## src/rtl/pulse_train_sequencer_if.sv

```systemverilog
// Command/status bundle between the front-panel/command logic (master) and the
// pulse train sequencer (slave).
interface pulse_train_sequencer_if #(
    parameter int STEPS = 4
);
    localparam int AW = $clog2(STEPS);

    logic          cfg_we;
    logic [AW-1:0] cfg_addr;
    logic [16:0]   cfg_delay;
    logic [4:0]    cfg_mlt;
    logic [AW:0]   cfg_len;
    logic [7:0]    cfg_rep;
    logic [15:0]   hold_cycles;
    logic [15:0]   gap_cycles;
    logic          start;
    logic          abort;
    logic          busy;
    logic          seq_done;
    logic [AW-1:0] step_idx;
    logic [7:0]    rep_cnt;
    logic          timeout_err;

    modport master (
        output cfg_we, cfg_addr, cfg_delay, cfg_mlt, cfg_len, cfg_rep,
               hold_cycles, gap_cycles, start, abort,
        input  busy, seq_done, step_idx, rep_cnt, timeout_err
    );

    modport slave (
        input  cfg_we, cfg_addr, cfg_delay, cfg_mlt, cfg_len, cfg_rep,
               hold_cycles, gap_cycles, start, abort,
        output busy, seq_done, step_idx, rep_cnt, timeout_err
    );
endinterface

```

## src/rtl/pulse_train_sequencer.sv

```systemverilog
// Steps the delay generator through a programmed table of delay/multiplier
// entries, one launch handshake per step, repeated cfg_rep times.
module pulse_train_sequencer #(
    parameter int STEPS  = 4,
    parameter int SETTLE = 4,
    parameter int TMO_W  = 28
) (
    input  logic                   clk_Seq,
    input  logic                   rst_Seq_n,
    pulse_train_sequencer_if.slave ctrl,
    input  logic                   launch_PL,
    output logic [16:0]            delay,
    output logic [4:0]             dl_mlt,
    output logic                   DL_launch
);
    localparam int               AW          = $clog2(STEPS);
    localparam logic [AW:0]      LEN_MAX     = (AW+1)'(STEPS);
    localparam logic [15:0]      SETTLE_LAST = 16'(SETTLE - 1);
    localparam logic [TMO_W-1:0] WDOG_LAST   = {{(TMO_W-1){1'b1}}, 1'b0};

    typedef enum logic [2:0] {
        S_IDLE, S_LOAD, S_ARM, S_FIRE, S_GAP, S_NEXT, S_DONE
    } state_t;

    state_t           state_reg, state_next;
    logic [16:0]      tbl_delay_reg [STEPS];
    logic [4:0]       tbl_mlt_reg   [STEPS];
    logic             lp_meta_reg, lp_s_reg;
    logic [AW-1:0]    step_reg, step_next;
    logic [7:0]       rep_cnt_reg, rep_cnt_next;
    logic [AW:0]      len_reg, len_next;
    logic [7:0]       rep_reg, rep_next;
    logic [15:0]      hold_reg, hold_next;
    logic [15:0]      gap_reg, gap_next;
    logic [15:0]      cnt_reg, cnt_next;
    logic [TMO_W-1:0] wdog_reg, wdog_next;
    logic             tmo_reg, tmo_next;
    logic [16:0]      delay_reg;
    logic [4:0]       mlt_reg;
    logic             load_en;
    logic [AW-1:0]    load_idx;
    logic [AW:0]      step_inc;

    assign step_inc = {1'b0, step_reg} + (AW+1)'(1);

    always_ff @(posedge clk_Seq or negedge rst_Seq_n) begin
        if (!rst_Seq_n) begin
            for (int i = 0; i < STEPS; i++) begin
                tbl_delay_reg[i] <= '0;
                tbl_mlt_reg[i]   <= 5'd1;
            end
        end else if (ctrl.cfg_we && state_reg == S_IDLE) begin
            tbl_delay_reg[ctrl.cfg_addr] <= ctrl.cfg_delay;
            tbl_mlt_reg[ctrl.cfg_addr]   <= ctrl.cfg_mlt;
        end
    end

    // launch_PL comes from the divided-clock domain
    always_ff @(posedge clk_Seq or negedge rst_Seq_n) begin
        if (!rst_Seq_n) begin
            lp_meta_reg <= 1'b0;
            lp_s_reg    <= 1'b0;
        end else begin
            lp_meta_reg <= launch_PL;
            lp_s_reg    <= lp_meta_reg;
        end
    end

    always_ff @(posedge clk_Seq or negedge rst_Seq_n) begin
        if (!rst_Seq_n) state_reg <= S_IDLE;
        else            state_reg <= state_next;
    end

    always_comb begin
        state_next   = state_reg;
        step_next    = step_reg;
        rep_cnt_next = rep_cnt_reg;
        len_next     = len_reg;
        rep_next     = rep_reg;
        hold_next    = hold_reg;
        gap_next     = gap_reg;
        cnt_next     = cnt_reg;
        wdog_next    = wdog_reg;
        tmo_next     = tmo_reg;
        load_en      = 1'b0;
        load_idx     = step_reg;
        if (state_reg != S_IDLE && ctrl.abort) begin
            state_next = S_IDLE;
        end else begin
            case (state_reg)
                S_IDLE: if (ctrl.start && !ctrl.abort && !lp_s_reg) begin
                    state_next   = S_LOAD;
                    step_next    = '0;
                    rep_cnt_next = '0;
                    tmo_next     = 1'b0;
                    cnt_next     = '0;
                    load_en      = 1'b1;
                    load_idx     = '0;
                    if (ctrl.cfg_len == '0)          len_next = (AW+1)'(1);
                    else if (ctrl.cfg_len > LEN_MAX) len_next = LEN_MAX;
                    else                             len_next = ctrl.cfg_len;
                    rep_next  = (ctrl.cfg_rep == '0)     ? 8'd1  : ctrl.cfg_rep;
                    hold_next = (ctrl.hold_cycles == '0) ? 16'd1 : ctrl.hold_cycles;
                    gap_next  = (ctrl.gap_cycles == '0)  ? 16'd1 : ctrl.gap_cycles;
                end
                S_LOAD: begin
                    if (cnt_reg == SETTLE_LAST) begin
                        state_next = S_ARM;
                        wdog_next  = '0;
                    end else begin
                        cnt_next = cnt_reg + 16'd1;
                    end
                end
                S_ARM: begin
                    if (lp_s_reg) begin
                        state_next = S_FIRE;
                        cnt_next   = '0;
                    end else if (wdog_reg == WDOG_LAST) begin
                        // watchdog reaches all-ones on this edge
                        wdog_next  = '1;
                        tmo_next   = 1'b1;
                        state_next = S_GAP;
                        cnt_next   = '0;
                    end else begin
                        wdog_next = wdog_reg + 1'b1;
                    end
                end
                S_FIRE: begin
                    if (cnt_reg == hold_reg - 16'd1) begin
                        state_next = S_GAP;
                        cnt_next   = '0;
                    end else begin
                        cnt_next = cnt_reg + 16'd1;
                    end
                end
                S_GAP: begin
                    if (cnt_reg >= gap_reg - 16'd1 && !lp_s_reg) begin
                        state_next = tmo_reg ? S_IDLE : S_NEXT;
                    end else if (cnt_reg != '1) begin
                        cnt_next = cnt_reg + 16'd1;
                    end
                end
                S_NEXT: begin
                    cnt_next = '0;
                    load_en  = 1'b1;
                    if (step_inc < len_reg) begin
                        step_next  = step_inc[AW-1:0];
                        load_idx   = step_inc[AW-1:0];
                        state_next = S_LOAD;
                    end else begin
                        step_next    = '0;
                        load_idx     = '0;
                        rep_cnt_next = rep_cnt_reg + 8'd1;
                        state_next   = (rep_cnt_reg + 8'd1 == rep_reg) ? S_DONE : S_LOAD;
                    end
                end
                S_DONE:  state_next = S_IDLE;
                default: state_next = S_IDLE;
            endcase
        end
    end

    // delay/dl_mlt are registered on entry to LOAD so they never move while DL_launch is high
    always_ff @(posedge clk_Seq or negedge rst_Seq_n) begin
        if (!rst_Seq_n) begin
            step_reg    <= '0;
            rep_cnt_reg <= '0;
            len_reg     <= '0;
            rep_reg     <= '0;
            hold_reg    <= '0;
            gap_reg     <= '0;
            cnt_reg     <= '0;
            wdog_reg    <= '0;
            tmo_reg     <= 1'b0;
            delay_reg   <= '0;
            mlt_reg     <= '0;
        end else begin
            step_reg    <= step_next;
            rep_cnt_reg <= rep_cnt_next;
            len_reg     <= len_next;
            rep_reg     <= rep_next;
            hold_reg    <= hold_next;
            gap_reg     <= gap_next;
            cnt_reg     <= cnt_next;
            wdog_reg    <= wdog_next;
            tmo_reg     <= tmo_next;
            if (load_en) begin
                delay_reg <= tbl_delay_reg[load_idx];
                mlt_reg   <= tbl_mlt_reg[load_idx];
            end
        end
    end

    assign delay            = delay_reg;
    assign dl_mlt           = mlt_reg;
    assign DL_launch        = (state_reg == S_ARM) || (state_reg == S_FIRE);
    assign ctrl.busy        = (state_reg != S_IDLE);
    assign ctrl.seq_done    = (state_reg == S_DONE);
    assign ctrl.step_idx    = step_reg;
    assign ctrl.rep_cnt     = rep_cnt_reg;
    assign ctrl.timeout_err = tmo_reg;
endmodule

```

## src/flat_wrapper.sv

```systemverilog
// flat-port wrapper written by rule: the top's interface ports become plain ports
module pulse_train_sequencer_flat 
#(
    parameter int STEPS  = 4,
    parameter int SETTLE = 4,
    parameter int TMO_W  = 28
)
  (clk_Seq, rst_Seq_n, launch_PL, delay, dl_mlt, DL_launch, ctrl_cfg_we, ctrl_cfg_addr, ctrl_cfg_delay, ctrl_cfg_mlt, ctrl_cfg_len, ctrl_cfg_rep, ctrl_hold_cycles, ctrl_gap_cycles, ctrl_start, ctrl_abort, ctrl_busy, ctrl_seq_done, ctrl_step_idx, ctrl_rep_cnt, ctrl_timeout_err);
  pulse_train_sequencer_if #(.STEPS(STEPS)) ctrl_i ();
  input  logic clk_Seq;
  input  logic rst_Seq_n;
  input  logic launch_PL;
  output logic [16:0] delay;
  output logic [4:0] dl_mlt;
  output logic DL_launch;
  input wire logic [$bits(ctrl_i.cfg_we)-1:0] ctrl_cfg_we;
  input wire logic [$bits(ctrl_i.cfg_addr)-1:0] ctrl_cfg_addr;
  input wire logic [$bits(ctrl_i.cfg_delay)-1:0] ctrl_cfg_delay;
  input wire logic [$bits(ctrl_i.cfg_mlt)-1:0] ctrl_cfg_mlt;
  input wire logic [$bits(ctrl_i.cfg_len)-1:0] ctrl_cfg_len;
  input wire logic [$bits(ctrl_i.cfg_rep)-1:0] ctrl_cfg_rep;
  input wire logic [$bits(ctrl_i.hold_cycles)-1:0] ctrl_hold_cycles;
  input wire logic [$bits(ctrl_i.gap_cycles)-1:0] ctrl_gap_cycles;
  input wire logic [$bits(ctrl_i.start)-1:0] ctrl_start;
  input wire logic [$bits(ctrl_i.abort)-1:0] ctrl_abort;
  output wire logic [$bits(ctrl_i.busy)-1:0] ctrl_busy;
  output wire logic [$bits(ctrl_i.seq_done)-1:0] ctrl_seq_done;
  output wire logic [$bits(ctrl_i.step_idx)-1:0] ctrl_step_idx;
  output wire logic [$bits(ctrl_i.rep_cnt)-1:0] ctrl_rep_cnt;
  output wire logic [$bits(ctrl_i.timeout_err)-1:0] ctrl_timeout_err;
  assign ctrl_i.cfg_we = ctrl_cfg_we;
  assign ctrl_i.cfg_addr = ctrl_cfg_addr;
  assign ctrl_i.cfg_delay = ctrl_cfg_delay;
  assign ctrl_i.cfg_mlt = ctrl_cfg_mlt;
  assign ctrl_i.cfg_len = ctrl_cfg_len;
  assign ctrl_i.cfg_rep = ctrl_cfg_rep;
  assign ctrl_i.hold_cycles = ctrl_hold_cycles;
  assign ctrl_i.gap_cycles = ctrl_gap_cycles;
  assign ctrl_i.start = ctrl_start;
  assign ctrl_i.abort = ctrl_abort;
  assign ctrl_busy = ctrl_i.busy;
  assign ctrl_seq_done = ctrl_i.seq_done;
  assign ctrl_step_idx = ctrl_i.step_idx;
  assign ctrl_rep_cnt = ctrl_i.rep_cnt;
  assign ctrl_timeout_err = ctrl_i.timeout_err;
  pulse_train_sequencer #(.STEPS(STEPS), .SETTLE(SETTLE), .TMO_W(TMO_W)) u_core (.clk_Seq(clk_Seq), .rst_Seq_n(rst_Seq_n), .ctrl(ctrl_i), .launch_PL(launch_PL), .delay(delay), .dl_mlt(dl_mlt), .DL_launch(DL_launch));
endmodule
```

## config.mk

```make
export PLATFORM = sky130hd
export DESIGN_NAME = pulse_train_sequencer_flat
export DESIGN_NICKNAME = d
export VERILOG_FILES = /design/src/rtl/pulse_train_sequencer_if.sv /design/src/rtl/pulse_train_sequencer.sv /design/src/flat_wrapper.sv
export SDC_FILE = /design/constraint.sdc
export NUM_CORES = 1
export LEC_CHECK = 0
export BUFFER_PORTS_ARGS = -buffer_cell sky130_fd_sc_hd__buf_4
export CAP_MARGIN = 20
export CORE_MARGIN = 2
export CORE_UTILIZATION = 61
export CTS_BUF_LIST = sky130_fd_sc_hd__clkbuf_8
export DETAILED_ROUTE_END_ITERATION = 16
export HOLD_SLACK_MARGIN = 0.05
export PLACE_DENSITY = 0.9
export SYNTH_ARGS = -nofsm -noshare
export SYNTH_HDL_FRONTEND = slang
export SYNTH_SLANG_ARGS = --single-unit
```

## constraint.sdc

```tcl
create_clock -name clk_Seq -period 8.75 [get_ports clk_Seq]
set_input_delay 0.875 -clock clk_Seq [delete_from_list [all_inputs] [get_ports clk_Seq]]
set_output_delay 0.875 -clock clk_Seq [all_outputs]
set_load 0.005 [all_outputs]
```

**Word level (Yosys, flattened, before mapping)**

Cells that the tools add are included.

- Reductions and logical operators: 25
- Bitwise logic cells: 3
- Equality and inequality tests: 25
- Add/subtract/negate cells: 6
- Mux-type cells: 54
- $lt $le $gt $ge: 6

Operators by type and width:

| operator | number |
|---|---|
| 16-bit 2-to-1 mux | 9 |
| 16-bit case mux with 6 select lines | 1 |
| 28-bit 2-to-1 mux | 3 |
| 68-bit bitwise mux | 1 |
| 28-bit case mux with 2 select lines | 1 |
| 17-bit 2-to-1 mux | 3 |
| 3-bit 2-to-1 mux | 12 |
| 17-bit binary-select mux with 2-bit select | 1 |
| 17-bit demux with 2-bit select | 1 |
| 16-bit logical NOT | 2 |
| 16-bit by 1-bit subtractor with 16-bit output, second input constant | 2 |
| 28-bit by 1-bit adder with 28-bit output, second input constant | 1 |
| 28-bit equality test, second input constant | 1 |
| 8-bit 2-to-1 mux | 3 |
| 20-bit bitwise mux | 1 |
| 3-bit case mux with 6 select lines | 1 |
| 16-bit by 1-bit adder with 16-bit output, second input constant | 1 |
| 16-bit equality test | 1 |
| 16-bit by 2-bit equality test with 1-bit output, second input constant | 1 |
| 16-bit greater-or-equal comparator | 1 |
| 16-bit inequality test, second input constant | 1 |
| 8-bit case mux with 2 select lines | 1 |
| 5-bit 2-to-1 mux | 3 |
| 3-bit by 1-bit inequality test with 1-bit output, second input constant | 4 |
| 34 further kinds | 63 |

- Word-level logic and storage cells: 141
- Bits in registers: 213
- Input bits: 73

**Logic depth before layout (Yosys ltp)**

- Word-level depth: 10
- Mapped depth: 16
- Depth with buffers taken out: 15

**Worst setup path after synthesis**

Ideal clock, no wire load.

- Path type: reg2reg
- From: register u_core.gap_reg[6]
- To: register u_core.cnt_reg[5]
- Setup slack: 4767 ps
- Stages on the path, launching flop included: 17
- Arrival: 3864 ps
- Buffers on the path: 1
- Library setup time: 119 ps
- Clock period less this slack: 3983 ps
- Path through: dfrtp_1 -> or4_1 -> nor4_1 -> nand2b_1 -> or3_1 -> or2_2 -> nor3_1 -> xnor2_1 -> ha_1 -> a21oi_1 -> a21oi_1 -> o21bai_1 -> nand4b_1 -> or2_1 -> a211oi_4 -> buf_6 -> nor2_2

- Cells in the longest elaborated chain, start to end: 5

Ends and longest elaborated chain:

| what | RTL line | source |
|---|---|---|
| start, declared | pulse_train_sequencer.sv:34 | `logic [15:0] gap_reg, gap_next;` |
| start signal, assigned | pulse_train_sequencer.sv:183 | `gap_reg <= gap_next;` |
| 16-bit by 1-bit subtractor with 16-bit output | pulse_train_sequencer.sv:137 | `if (cnt_reg >= gap_reg - 16'd1 && !lp_s_reg) begin` |
| 16-bit greater-or-equal comparator | pulse_train_sequencer.sv:137 |  |
| 1-bit logical AND | pulse_train_sequencer.sv:137 |  |
| 2-bit inequality test (no line) | - |  |
| 7-bit AND reduction (no line) | - |  |
| end signal, assigned | pulse_train_sequencer.sv:184 | `cnt_reg <= cnt_next;` |
| end, declared | pulse_train_sequencer.sv:35 | `logic [15:0] cnt_reg, cnt_next;` |

No other way between the ends.
A chain may end at the register's enable or synchronous reset.

**Worst setup path after layout**

- From: register u_core.gap_reg[6]
- To: register u_core.cnt_reg[2]

Same word-level chain as after synthesis.

==> reports/qor.log <==
[status] status finished clean
[worst_setup_path] data required time at the worst endpoint 9.14 ns
[timing] unrepaired setup endpoints after global routing false
[drt] 1st-pass router iterations 5
[drt] mean routed wirelength per cell 18.1 um
[power] P_int 2.52 mW
[layout] share of cells above drive strength 1 26.7%
[grt] GRT Util Overall 28.1%
[yosys] number of different library cells in the post-synthesis netlist 75
[layout] Layout Nets 1359
[timing] clock tree skew after final layout 0.0252 ns
[floorplanning] area of the core region 0.0185 mm^2
[clock_tree] clock-pin slew on the worst setup and hold paths 0.06 ns
[yosys] sequential element share of the synthesized area 46.8%
[grt] via count of the first global-routing pass 9280
[grt] global route overflow 0
[clock_tree] H-tree depth 2
[yosys] number of synthesized flops with an enable pin 0
[worst_setup_path] launch point of the worst reg-to-reg path u_core.gap_reg[6]$_DFFE_PN0P_
[clock_tree] clock tree root driver cell sky130_fd_sc_hd__clkbuf_8
[clock_tree] insertion delay of the later-clocked pin in the worst-skew pair 0.55 ns
[yosys] Syn Std Cell Area 0.0114 mm^2
[clock_tree] Clock Path Buffers 3
[floorplanning] top-level port count 109
[grt] number of antenna violations at the first check in global routing 0
[run] # Max-Cap Violations 0
[yosys] cell types occupying the most area after synthesis sky130_fd_sc_hd__dfrtp_1 46%, sky130_fd_sc_hd__mux2_2 13%, sky130_fd_sc_hd__o21ai_0 4.8%
[yosys] number of nets in the synthesized netlist 1261
[worst_setup_path] Arr. time, crit path 5.56 ns
[layout] number of flip-flops under the largest register name 68
[yosys] FFs w/ async S/R, synth 100%
[power] sequential power share 44.4%
[clock_tree] number of buffers inserted during clock tree synthesis 37
[timing] total negative setup slack 0 ns
[power] switching pwr 1.41 mW
[power] Peak VDD IR 0.126 mV
[layout] fill cell count 1267
[power] Leak Pwr 5.75 nW
[clock_tree] number of clock sinks 213
[yosys] primary flip-flop cell chosen by synthesis mapping sky130_fd_sc_hd__dfrtp_1
[drt] remaining number of nets flagged by the antenna check after routing 0
[yosys] post-synthesis cell count 1163
[yosys] per-instance average area after synthesis 9.81 um^2
[power] Clk network pwr share 22.0%
[worst_setup_path] highest net fanout along the worst path 16
[timing] Tightest Pin Transition 1.12 ns
[power] power density over cell area 301 mW/mm^2
[drt] total wire length 27.5 mm
[timing] setup-violating endpoint count in the final report 0
[floorplanning] initial core utilization 61.6%
[place] cell total after placement 1455
[timing] Achievable Freq 0.193 GHz
[timing] max-slew violation total from the final report 0
[floorplanning] chip height 141 um
[floorplanning] Die W 141 um
[timing] part of the cycle the worst path needs 59.1%
[layout] commonest cells after routing, fill and taps aside 209 x sky130_fd_sc_hd__dfrtp_1, 127 x sky130_fd_sc_hd__mux2_2, 126 x sky130_fd_sc_hd__nand2_1, 122 x sky130_fd_sc_hd__nor2_1, 117 x sky130_fd_sc_hd__buf_4
[worst_setup_path] WS Path Type reg -> reg
[clock_tree] Post-CTS Setup Bufs 0
[grt] first-pass GRT wire length 45.3 mm
[worst_setup_path] endpoint kind of the worst setup timing path flop
[layout] area overhead of the layout relative to synthesis 14.4%
[drt] total via count after detailed routing 9263
[layout] number of standard cells in the layout, taps in and fillers out 1521
[yosys] Synth warnings 0
[place] Port Buf Inserts 108
[power] share of total power in combinational logic 33.5%
[place] half-perimeter wire length of the detailed placement result 17.5 mm
[floorplanning] area of the die 0.0198 mm^2
[timing] post-route minimum period 5.17 ns
[yosys] synthesis-stage register bit count 213
[clock_tree] post-CTS sizing 0
[layout] most frequent standard cell in the layout excluding fill and tap cells sky130_fd_sc_hd__dfrtp_1
[yosys] area share of the largest cell type after synthesis 45.9%
[drt] Initial DRC Count 731
[layout] number of inserted diodes 0
[clock_tree] TritonCTS clock tree built
[drt] final routed DRC violation total 0
[grt] pin count of the biggest net entering global routing 75
[drt] vias per inst 6.09
[floorplanning] Placement Rows 50
[clock_tree] count of hold-fix buffers inserted at cts 0
[timing] Hold Violations, Final 0
[power] proportion of total power due to net switching 35.9%
[worst_setup_path] kind of start point of the critical path flop
[worst_setup_path] CP startpoint u_core.gap_reg[6]$_DFFE_PN0P_
[place] routability congestion estimate from global placement 0.890
[timing] relative slew slack 25.1%
[yosys] top cell type by total area after synthesis sky130_fd_sc_hd__dfrtp_1
[hold_path] type of the tightest min-delay check in -> async
-- power by group through the flow --
stage	Sequential [mW]	Combinational (mW)	Clock [mW]
finish	1.75	1.32	0.865
detailed placement	1.74	1.29	0
CTS	1.73	1.31	0.872
global route	1.79	1.46	0.921
global placement	1.70	1.22	0
floorplan	1.62	1.00	0
-- cell type report --
class | count | area (um^2) | share of cell area [%]
Clock buffer | 43 | 592 | 4.54
Clock inverter | 22 | 113 | 0.863
Inverter | 26 | 97.6 | 0.748
Multi-Input combinational cell | 864 | 5710 | 43.8
Sequential cell | 213 | 5340 | 40.9
Tap cell | 234 | 293 | 2.24
Timing Repair Buffer | 119 | 907 | 6.95
-- Yosys cell counts (3+ instances only) --
library cell                 n
sky130_fd_sc_hd__nand2_1   126
sky130_fd_sc_hd__nand4_1    13
sky130_fd_sc_hd__a31oi_1    11
sky130_fd_sc_hd__xnor2_1    48
sky130_fd_sc_hd__xor2_1      8
sky130_fd_sc_hd__nor2_2     10
sky130_fd_sc_hd__nor2_1    122
sky130_fd_sc_hd__mux2i_1     5
sky130_fd_sc_hd__a22oi_1     3
sky130_fd_sc_hd__buf_2       3
sky130_fd_sc_hd__o31ai_1     6
sky130_fd_sc_hd__or3_1       6
sky130_fd_sc_hd__and4_1      3
sky130_fd_sc_hd__dfrtp_1   209
sky130_fd_sc_hd__nor2b_1     7
sky130_fd_sc_hd__a22o_1      4
sky130_fd_sc_hd__or4_4       3
sky130_fd_sc_hd__inv_1      24
sky130_fd_sc_hd__mux2_2    127
sky130_fd_sc_hd__nand2b_1    9
sky130_fd_sc_hd__buf_1       8
sky130_fd_sc_hd__o211ai_1    3
sky130_fd_sc_hd__a21o_1      7
sky130_fd_sc_hd__nor3b_1     3
sky130_fd_sc_hd__o21ai_0   110
sky130_fd_sc_hd__nor4b_1     4
sky130_fd_sc_hd__buf_6       6
sky130_fd_sc_hd__or2_2       6
sky130_fd_sc_hd__nor3_1     37
sky130_fd_sc_hd__ha_1       25
sky130_fd_sc_hd__nor4_1     21
sky130_fd_sc_hd__clkbuf_1   41
sky130_fd_sc_hd__and3_1     10
sky130_fd_sc_hd__a21oi_1    32
sky130_fd_sc_hd__dfstp_2     4
sky130_fd_sc_hd__nand3_1    48
sky130_fd_sc_hd__or4_1       3
-- per-layer routing --
metal	track usage, %	share of wire, %	vias to the layer above
li1	-	-	4303
met5	0	0	-
met1	37.0	41	4555
met2	47.0	50	339
met4	11.5	3.1	0
met3	4.48	6.0	66
-- metrics by stage --
stage          setup WS (ns)  hold WS [ns]  cell area (um^2)  util [%]  power [mW]
6_report                3.58         0.334             13000      70.4        3.93
5_1_grt                 3.24         0.372             13000      70.4        4.18
4_1_cts                 3.64         0.339             13000      70.4        3.92
3_5_place_dp            3.67         0.398             12300      66.6        3.03
3_3_place_gp            3.89         0.392             12300      66.6        2.92
2_1_floorplan           4.77         0.331             11400         -        2.63
-- critical path, stage by stage (launching register included) --
cell and delay, ns:
sky130_fd_sc_hd__dfrtp_1 0.40, sky130_fd_sc_hd__or4_1 0.60, sky130_fd_sc_hd__nor4_1 0.25, sky130_fd_sc_hd__nand2b_1 0.15, sky130_fd_sc_hd__or3_1 0.34, sky130_fd_sc_hd__or2_2 0.33, sky130_fd_sc_hd__nor3_1 0.21, sky130_fd_sc_hd__xnor2_1 0.16
sky130_fd_sc_hd__ha_1 0.29, sky130_fd_sc_hd__a21oi_1 0.14, sky130_fd_sc_hd__a21oi_1 0.10, sky130_fd_sc_hd__o21bai_1 0.17, sky130_fd_sc_hd__nand4b_1 0.55, sky130_fd_sc_hd__or2_1 0.50, sky130_fd_sc_hd__a211oi_4 0.71, sky130_fd_sc_hd__nor2_1 0.14
-- cell families (layout without fill, tap and decap cells) --
logic type | Yosys count | after routing | synth area share [%]
AND/OR/NAND/NOR | 450 | 450 | 19.2
adder cells (fa/ha/maj) | 25 | 25 | 2.74
flip-flops | 213 | 213 | 46.8
buffers and inverters | 86 | 210 | 3.32
multiplexers | 132 | 132 | 13.0
XOR/XNOR | 56 | 56 | 4.30
AO/OA/AOI/OAI | 201 | 201 | 10.6
-- final timing paths --
path	end	slack, ns	cells after the start
max in group asynchronous	u_core.tbl_delay_reg[35]$_DFFE_PN0P_	7.05	2
min in group clk_Seq	u_core.lp_s_reg$_DFF_PN0_	0.41	0
setup reg to reg	u_core.cnt_reg[2]$_DFFE_PN0P_	3.58	15
setup / recovery	u_core.cnt_reg[2]$_DFFE_PN0P_	3.58	15
hold reg to reg	u_core.lp_s_reg$_DFF_PN0_	0.41	0
hold / removal	u_core.delay[8]$_DFFE_PN0P_	0.33	1
Note: power is estimated with default switching activity, not from simulation.
